<file path="config.mk">
export PLATFORM = sky130hd
export DESIGN_NAME = bk_addsub_seq
export DESIGN_NICKNAME = d
export VERILOG_FILES = /design/src/rtl/bk_pkg.sv /design/src/rtl/bk_prefix_adder.sv /design/src/rtl/bk_addsub_seq.sv
export SDC_FILE = /design/constraint.sdc
export NUM_CORES = 2
export LEC_CHECK = 0
export CORE_MARGIN = 4
export CORE_UTILIZATION = 40
export DETAILED_ROUTE_END_ITERATION = 7
export GPL_TIMING_DRIVEN = 0
export PLACE_DENSITY = 0.74
export SLEW_MARGIN = 40
export SYNTH_ARGS = -nofsm -noshare
export SYNTH_HDL_FRONTEND = slang
export SYNTH_SLANG_ARGS = --single-unit
export TNS_END_PERCENT = 10
</file>
<file path="constraint.sdc">
create_clock -name clk -period 14.2 [get_ports clk]
set_input_delay 2.13 -clock clk [delete_from_list [all_inputs] [get_ports clk]]
set_output_delay 2.13 -clock clk [all_outputs]
set_load 0.005 [all_outputs]
</file>
<file path="src/rtl/bk_pkg.sv">
`timescale 1ns/1ps
// bk_pkg
// Shared definitions for the sequential Brent-Kung adder/subtractor:
//   bk_state_t  - control FSM encoding (IDLE, RUN, DONE)
//   BK_WIDTH    - default operand width
//   BK_CHUNK    - default slice width processed per cycle
//   bk_idx_w()  - width of a slice counter for n slices (never below 1 bit)
package bk_pkg;

  typedef enum logic [1:0] {
    IDLE = 2'd0,
    RUN  = 2'd1,
    DONE = 2'd2
  } bk_state_t;

  localparam int BK_WIDTH = 256;
  localparam int BK_CHUNK = 16;

  function automatic int bk_idx_w(input int n);
    return (n > 1) ? $clog2(n) : 1;
  endfunction

endpackage

</file>
<file path="src/rtl/bk_prefix_adder.sv">
`timescale 1ns/1ps
// bk_prefix_adder
// Combinational N-bit Brent-Kung prefix adder with carry-in.
// Ports:
//   a, b   in  [N-1:0]  addends
//   cin    in  1        carry into bit 0
//   s      out [N-1:0]  sum
//   cout   out 1        carry out of bit N-1
//   c_msb  out 1        carry into bit N-1 (signed overflow tap)
// N must be a power of two, at least 2.
module bk_prefix_adder #(
  parameter int N = 16
) (
  input  logic [N-1:0] a,
  input  logic [N-1:0] b,
  input  logic         cin,
  output logic [N-1:0] s,
  output logic         cout,
  output logic         c_msb
);

  logic [N-1:0] gen_bit;
  logic [N-1:0] prop_bit;
  logic [N-1:0] grp_g;
  logic [N-1:0] grp_p;
  logic [N:0]   carry;

  assign gen_bit  = a & b;
  assign prop_bit = a ^ b;

  // Group generate/propagate for prefixes [i:0]. The up-sweep builds a
  // reduction tree over power-of-two spans; the down-sweep fills the
  // remaining positions from the nearest completed prefix to their left.
  always_comb begin
    logic [N-1:0] gg;
    logic [N-1:0] pp;
    gg = gen_bit;
    pp = prop_bit;
    for (int d = 1; d < N; d = d * 2) begin
      for (int i = 2 * d - 1; i < N; i = i + 2 * d) begin
        gg[i] = gg[i] | (pp[i] & gg[i-d]);
        pp[i] = pp[i] & pp[i-d];
      end
    end
    for (int d = N / 4; d >= 1; d = d / 2) begin
      for (int i = 3 * d - 1; i < N; i = i + 2 * d) begin
        gg[i] = gg[i] | (pp[i] & gg[i-d]);
        pp[i] = pp[i] & pp[i-d];
      end
    end
    grp_g = gg;
    grp_p = pp;
  end

  // Carry-in is folded in after the tree: c[i+1] = G[i:0] | P[i:0]&cin.
  always_comb begin
    carry[0] = cin;
    for (int i = 0; i < N; i++) begin
      carry[i+1] = grp_g[i] | (grp_p[i] & cin);
    end
  end

  assign s     = prop_bit ^ carry[N-1:0];
  assign cout  = carry[N];
  assign c_msb = carry[N-1];

endmodule

</file>
<file path="src/rtl/bk_addsub_seq.sv">
`timescale 1ns/1ps
// bk_addsub_seq
// Multi-cycle WIDTH-bit adder/subtractor. One CHUNK-bit slice is summed per
// cycle through a single Brent-Kung prefix adder; the inter-slice carry is
// held in a register. Subtraction is A + ~B + ~Ci.
// Optional feature macro: BK_ADDSUB_OVF_EN adds the signed-overflow output.
// Ports:
//   clk    in   clock, rising edge
//   rst_n  in   asynchronous active-low reset
//   start  in   operation request, sampled only when idle
//   sub    in   0: A+B+Ci, 1: A-B-Ci
//   A, B   in   [WIDTH-1:0] operands, sampled with start
//   Ci     in   carry-in / borrow-in, sampled with start
//   S      out  [WIDTH-1:0] registered result, updated only on done
//   Co     out  carry-out (subtract: 1 = no borrow)
//   busy   out  operation in flight (start accepted through DONE cycle)
//   done   out  one-cycle pulse coinciding with S/Co update
//   ovf    out  signed overflow (only with BK_ADDSUB_OVF_EN)
module bk_addsub_seq
  import bk_pkg::*;
#(
  parameter int WIDTH = BK_WIDTH,
  parameter int CHUNK = BK_CHUNK
) (
  input  logic             clk,
  input  logic             rst_n,
  input  logic             start,
  input  logic             sub,
  input  logic [WIDTH-1:0] A,
  input  logic [WIDTH-1:0] B,
  input  logic             Ci,
  output logic [WIDTH-1:0] S,
  output logic             Co,
  output logic             busy,
  output logic             done
`ifdef BK_ADDSUB_OVF_EN
  ,
  output logic             ovf
`endif
);

  localparam int NCHUNK = WIDTH / CHUNK;
  localparam int IDX_W  = bk_idx_w(NCHUNK);

  if ((WIDTH % CHUNK) != 0 || CHUNK < 2 || (CHUNK & (CHUNK - 1)) != 0) begin : g_bad_param
    $error("bk_addsub_seq: CHUNK must be a power of two >= 2 dividing WIDTH");
  end

  bk_state_t        state;
  logic [IDX_W-1:0] idx;
  logic             c;
  logic [WIDTH-1:0] opa;
  logic [WIDTH-1:0] opb;
  logic [WIDTH-1:0] acc;
  logic [WIDTH-1:0] acc_next;
  logic [CHUNK-1:0] slice_sum;
  logic             slice_co;
  logic             last;
  logic             accept;

  assign accept = (state == IDLE) && start;
  assign last   = (idx == IDX_W'(NCHUNK - 1));

  // Operands are shifted right each RUN cycle so the active slice is always
  // the low CHUNK bits; the accumulator fills from the top, so after NCHUNK
  // slices it holds the full result in place without any indexed writes.
  assign acc_next = (acc >> CHUNK) | (WIDTH'(slice_sum) << (WIDTH - CHUNK));

`ifdef BK_ADDSUB_OVF_EN
  logic c_msb;
`else
  logic c_msb_unused;
`endif

  bk_prefix_adder #(
    .N(CHUNK)
  ) u_adder (
    .a    (opa[CHUNK-1:0]),
    .b    (opb[CHUNK-1:0]),
    .cin  (c),
    .s    (slice_sum),
    .cout (slice_co),
`ifdef BK_ADDSUB_OVF_EN
    .c_msb(c_msb)
`else
    .c_msb(c_msb_unused)
`endif
  );

  // Datapath: operand and accumulator registers need no reset; they are
  // loaded on accept and fully overwritten before being observed on S.
  always_ff @(posedge clk) begin
    if (accept) begin
      opa <= A;
      opb <= sub ? ~B : B;
    end else if (state == RUN) begin
      opa <= opa >> CHUNK;
      opb <= opb >> CHUNK;
      acc <= acc_next;
    end
  end

  // Control and result registers.
  always_ff @(posedge clk or negedge rst_n) begin
    if (!rst_n) begin
      state <= IDLE;
      idx   <= '0;
      c     <= 1'b0;
      S     <= '0;
      Co    <= 1'b0;
      busy  <= 1'b0;
      done  <= 1'b0;
`ifdef BK_ADDSUB_OVF_EN
      ovf   <= 1'b0;
`endif
    end else begin
      case (state)
        IDLE: begin
          if (start) begin
            // Borrow-in becomes carry-in of the complemented form.
            c     <= Ci ^ sub;
            idx   <= '0;
            busy  <= 1'b1;
            state <= RUN;
          end
        end
        RUN: begin
          c   <= slice_co;
          idx <= idx + 1'b1;
          if (last) begin
            S     <= acc_next;
            Co    <= slice_co;
`ifdef BK_ADDSUB_OVF_EN
            ovf   <= slice_co ^ c_msb;
`endif
            done  <= 1'b1;
            idx   <= '0;
            state <= DONE;
          end
        end
        DONE: begin
          done  <= 1'b0;
          busy  <= 1'b0;
          state <= IDLE;
        end
        default: begin
          state <= IDLE;
        end
      endcase
    end
  end

endmodule

</file>
## Word level (Yosys, flattened, before mapping)

Index checks and enable logic that the tools add are counted.

- Register bits: 1034
- Output and inout port bits: 259
- Logic and storage cells: 162

- $add $sub $neg: 1
- Eq/ne operators: 5
- Muxes and demuxes: 17
- Bitwise operators: 117
- Reduce and logical (&&, ||, !) cells: 12

Operator list:

| cell | number |
|---|---|
| 2-to-1 mux 256 bit | 5 |
| inverter 256 bit | 1 |
| bitwise OR 240 x 256 -> 256 bit | 1 |
| bitwise AND 1 bit | 68 |
| bitwise OR 1 bit | 42 |
| XOR 16 bit | 2 |
| bitwise AND 16 bit | 1 |
| AND reduction 2 bit | 6 |
| 2-to-1 mux 4 bit | 2 |
| one-hot mux 4 bit (2 select lines) | 1 |
| nonzero test 2 bit | 4 |
| one-hot mux 1 bit (2 select lines) | 3 |
| adder 4 x 1 -> 4 bit (second input constant) | 1 |
| == test 4 bit (second input constant) | 1 |
| 2-to-1 mux 2 bit | 2 |
| inequality test 2 bit (second input constant) | 2 |
| one-hot mux 2 bit (2 select lines) | 1 |
| 2-to-1 mux 1 bit | 3 |
| == test 2 x 1 -> 1 bit (second input constant) | 1 |
| == test 2 bit (second input constant) | 1 |
| logical NOT 2 bit | 1 |
| logical AND 1 bit | 1 |
| inverter 1 bit | 1 |
| XOR 1 bit | 1 |

## Depth between registers and ports, before layout

- Depth after elaboration: 16
- Depth in mapped cells: 10

## Hierarchy

A second synthesis with hierarchy kept.

- Cell total of the unflattened synthesis: 2546
- Area, all modules: 40985.6 sq um

Modules (own cells, without submodules):

| module | times used | cells each | area an instance (sq um) | sequential area each (sq um) |
|---|---|---|---|---|
| bk_addsub_seq | 1 | 2459 | 40296.1 | 29238.0 |
| bk_prefix_adder | 1 | 87 | 689.4 | 0.0 |

## Least setup slack after synthesis

No wires, ideal clock.

- Kind: register to register
- From: register state[0]
- To: register opa[0], enable pin
- Setup time: 2057 ps
- Arrival: 13475 ps
- Path slack: -1332 ps
- Stages on the path, launching flop included: 5
- Path buffers: 0
- Period minus slack after synthesis: 15532 ps
- Cell sequence: dfrtp_1 -> nand2b_1 -> clkinv_1 -> nor2_1 -> inv_1

- Word-level cells in the longest chain between the ends: 3
- Elaborated cells on any way between the ends: 4
- Those cells by class: eq/ne (1); reduce/logical (3)

Ends and longest elaborated chain:

| element | RTL line | source |
|---|---|---|
| start: declaration | bk_addsub_seq.sv:49 | `bk_state_t state;` |
| start signal: assignment | bk_addsub_seq.sv:106 | `state <= IDLE;` |
| start signal: assignment | bk_addsub_seq.sv:124 | `state <= RUN;` |
| start signal: assignment | bk_addsub_seq.sv:138 | `state <= DONE;` |
| logical NOT 2 bit | bk_addsub_seq.sv:61 | `assign accept = (state == IDLE) && start;` |
| logical AND 1 bit | bk_addsub_seq.sv:61 |  |
| nonzero test 2 bit (no line) * | n/a |  |
| end signal: assignment | bk_addsub_seq.sv:97 | `opa <= opa >> CHUNK;` |
| end: declaration | bk_addsub_seq.sv:52 | `logic [WIDTH-1:0] opa;` |

Every way passes the cells marked *; elsewhere a longest branch is shown, timed or not.
A chain may end at the register's enable or synchronous reset.

## Worst setup path in the final report

- From: input port start
- To: register opa[145], enable pin

- Word-level cells in the longest chain between the ends: 2

Ends and longest elaborated chain:

| element | RTL line | source |
|---|---|---|
| start: declaration | bk_addsub_seq.sv:27 | `input logic start,` |
| logical AND 1 bit | bk_addsub_seq.sv:61 |  |
| nonzero test 2 bit (no line) | n/a |  |

Every way passes these cells.

==> out/summary.log <==
[outcome] run status complete, no violations
[logic_synthesis] most used standard cell by instance count after synthesis sky130_fd_sc_hd__nand2_1
[critical_path] startpoint of the worst register-to-register path state[1]
[pwr] sequential group share of total power 50.0%
[cells_and_area] layout cell share with drive strength beyond 1 6.28%
[detailed_routing] vias per cell 4.98
[global_route] initial antenna violation count 63
[floorplan] Die Ht 330 um
[global_route] Congestion Overflow GR 0
[logic_synthesis] cell count after synthesis 3619
[clocking] number of sinks driven by the clock tree 1018
[pwr] Internal Pwr Total 7.89 mW
[critical_path] Crit. End Element register
[worst_hold_path] number of stages on the worst hold path 2
[cells_and_area] final standard cell count with taps included and fillers excluded 6026
[cells_and_area] Net count, final 5066
[timing] TNS Setup 0 ns
[pwr] worst-case vdd ir drop 0.000106 V
[clocking] number of CTS-inserted buffers 105
[critical_path] largest driver fanout on the critical path 27
[clocking] Post-CTS Hold Buffers 0
[critical_path] end of the worst register-to-register path opa[145]
[logic_synthesis] synthesized area per cell 11.4 um2
[pwr] clock share of power 23.2%
[pwr] power per cell area 209 mW/mm2
[timing] final worst-path cycle share 34.6%
[floorplan] full die area 0.109 mm2
[logic_synthesis] count of distinct cell types in the synthesized netlist 64
[clocking] Bufs on Longest Clock Path 3
[timing] hold violation total from the final report 0
[clocking] source-to-sink clock delay at the later pin of the worst-skew pair 0.69 ns
[timing] Peak Freq 204 MHz
[critical_path] Req. time, crit path 14.56 ns
[floorplan] I/O pin total 776
[clocking] H-tree depth 3
[pwr] Power, Total 11.5 mW
[detailed_routing] drt pass-1 iters 6
[timing] Max-Slew Margin vs Limit 47.2%
[floorplan] die width 330 um
[logic_synthesis] top cells by area in the synthesized netlist sky130_fd_sc_hd__edfxtp_1 (55%), sky130_fd_sc_hd__dfrtp_1 (16%), sky130_fd_sc_hd__nand2_1 (13%)
[floorplan] number of placement rows 117
[clocking] clock tree from TritonCTS done
[clocking] post-CTS setup buffer count 0
[logic_synthesis] commonest cells in the netlist sky130_fd_sc_hd__nand2_1 (1471), sky130_fd_sc_hd__edfxtp_1 (752), sky130_fd_sc_hd__nor2_1 (272)
[timing] setup repair after global routing missed its margin no
[critical_path] first element of the critical path start
[critical_path] crit path kind in -> reg
[logic_synthesis] synthesis-stage register bit count 1018
[logic_synthesis] commonest register cell after synthesis sky130_fd_sc_hd__edfxtp_1
[logic_synthesis] FFs w/ async S/R, synth 26.1%
[placement] global placement routability congestion 0.965
[critical_path] Crit path arrival time 5.27 ns
[detailed_routing] drt wl/cell 22.3 um
[timing] worst clock skew on the final layout 0.0251 ns
[global_route] vias in the first global route 29400
[clocking] number of resized instances in the post-cts repair step 0
[detailed_routing] Starting DRT DRC Count 2823
[placement] HPWL after DPL 105000 um
[logic_synthesis] Post-Synthesis Cell Area 0.0414 mm2
[critical_path] crit path launch type input port
[floorplan] starting utilization of the core area 40.5%
[global_route] largest net degree at the start of global routing 110
[timing] Final Critical Period 4.91 ns
[floorplan] core area 0.102 mm2
[critical_path] worst reg-to-reg path cell count 10
[logic_synthesis] library cell occupying the most area in the post-synthesis netlist sky130_fd_sc_hd__edfxtp_1
[pwr] Comb power frac 26.7%
[clocking] clock transition at the registers of the reported paths 0.06 ns
[pwr] switching power summed over all nets 3.61 mW
[detailed_routing] total number of vias 30000
[cells_and_area] Non-Filler Cell Area, Final 0.0551 mm2
[pwr] leakage power summed over all cells 22.9 nW
[global_route] wire length of the first global-routing pass 190000 um
[worst_hold_path] hold wc startpoint acc[22]
[cells_and_area] filler cell count 8576
[detailed_routing] count of unresolved DRC violations after routing 0
[timing] number of pins with negative max-slew slack in the final report 0
[timing] count of endpoints failing setup in the final report 0
[logic_synthesis] Post-synth EDFFs 752
[detailed_routing] Final Routed Wirelength 134000 um
[worst_hold_path] path type of the worst min-delay path reg -> reg
[worst_hold_path] hold path endpoint S[6]
[placement] placement-stage cell area 0.0517 mm2
[cells_and_area] area delta synth->final 32.9%
[timing] transition time at the pin with the least slew margin 0.791 ns
[global_route] overall fraction of global-route tracks in use 23.9%
[detailed_routing] number of nets still failing antenna checks after routing 0
[logic_synthesis] number of synthesis warnings 0
[placement] count of placed standard cells including taps 5791
[critical_path] register-to-register setup slack 10.42 ns
[clocking] buffer cell driving the clock tree root sky130_fd_sc_hd__clkbuf_16
[placement] count of input and output buffers 774
[logic_synthesis] proportion of synthesized chip area in sequential cells 70.6%
[logic_synthesis] number of nets in the synthesized netlist 4154
[pwr] sw frac 31.4%
[logic_synthesis] area share of the largest cell type after synthesis 54.5%
[run] Max Cap Violations 0
## cells by family after synthesis
family	share of synthesized area [%]
XOR/XNOR	5.69
AO/OA/AOI/OAI	3.97
flip-flops	70.6
AND/OR/NAND/NOR	16.6
multiplexers	0.169
adder cells (fa/ha/maj)	0.562
buffers and inverters	2.37
## flip-flops by register name, indices dropped and copies added, names as in the netlist
register,flops
idx,4
S,256
Co,1
done,1
state,2
opb,256
c,1
acc,240
opa,256
busy,1
## placed cells by master, fill, tap and decap left out, types with 6 or more instances in the layout
master,n
sky130_fd_sc_hd__clkbuf_1,125
sky130_fd_sc_hd__diode_2,43
sky130_fd_sc_hd__clkinv_1,17
sky130_fd_sc_hd__clkbuf_16,107
sky130_fd_sc_hd__nand4_1,6
sky130_fd_sc_hd__buf_4,12
sky130_fd_sc_hd__buf_2,66
sky130_fd_sc_hd__buf_16,21
sky130_fd_sc_hd__nand2_1,1471
sky130_fd_sc_hd__clkinv_2,22
sky130_fd_sc_hd__buf_6,10
sky130_fd_sc_hd__o21ai_0,9
sky130_fd_sc_hd__edfxtp_1,752
sky130_fd_sc_hd__buf_1,11
sky130_fd_sc_hd__bufinv_16,6
sky130_fd_sc_hd__dfrtp_1,266
sky130_fd_sc_hd__nor2_1,272
sky130_fd_sc_hd__nand3_1,9
sky130_fd_sc_hd__ha_1,17
sky130_fd_sc_hd__a21oi_1,254
sky130_fd_sc_hd__and2_1,17
sky130_fd_sc_hd__xnor2_1,265
sky130_fd_sc_hd__buf_12,8
sky130_fd_sc_hd__clkdlybuf4s50_1,773
## how the worst max path moves through the flow
stage | endpoint
detailed placement | opa[93]
floorplan | opa[0]
global route | opa[93]
global placement | opa[93]
finish | opa[145]
CTS | opa[93]
## cell type report
type / instances / area [um2] / area share (%)
clock buffer: 134 / 2820 / 5.12
sequential: 1018 / 29200 / 53.1
clock inverter: 57 / 468 / 0.850
buffer: 201 / 955 / 1.73
timing repair buffer: 805 / 8510 / 15.5
tap: 1368 / 1710 / 3.11
antenna: 43 / 108 / 0.195
multi-input combinational: 2392 / 11200 / 20.3
inverter: 8 / 46.3 / 0.0841
## worst max-delay path: stages
cell and delay [ns]:
sky130_fd_sc_hd__clkdlybuf4s50_1 0.49, sky130_fd_sc_hd__nor3b_1 0.20, sky130_fd_sc_hd__clkbuf_1 0.62, sky130_fd_sc_hd__nor2_1 0.29
sky130_fd_sc_hd__clkinvlp_4 0.48, sky130_fd_sc_hd__buf_12 0.26, sky130_fd_sc_hd__buf_16 0.18, sky130_fd_sc_hd__buf_16 0.18
sky130_fd_sc_hd__buf_16 0.18, sky130_fd_sc_hd__buf_12 0.20
## power by group through the flow
stage               sequential (mW)  combinational [mW]  clock [mW]
finish                         5.75                3.07        2.67
global route                   5.87                3.40        2.83
CTS                            5.76                3.12        2.70
detailed placement             5.80                3.10           0
global placement               6.00                2.89           0
floorplan                      5.66                1.56           0
## routing by layer
metal	vias to the layer above	GRT usage, %	part of all wire [%]
met5	-	0	0.15
met4	30	9.23	3.6
met3	280	6.91	9.6
met2	1447	41.2	50
met1	14400	28.4	36
li1	13900	-	-
## per-stage QoR
stage	utilization (%)	hold WS, ns	worst slack, ns
after floorplan	-	0.415	1.85
after global placement	49.7	0.420	-3.29
after detailed placement	50.5	0.421	8.57
after CTS	53.7	0.438	9.29
after global routing	53.8	0.448	9.06
final	53.8	0.438	9.29
No activity file was read; power rests on OpenSTA's default activity.
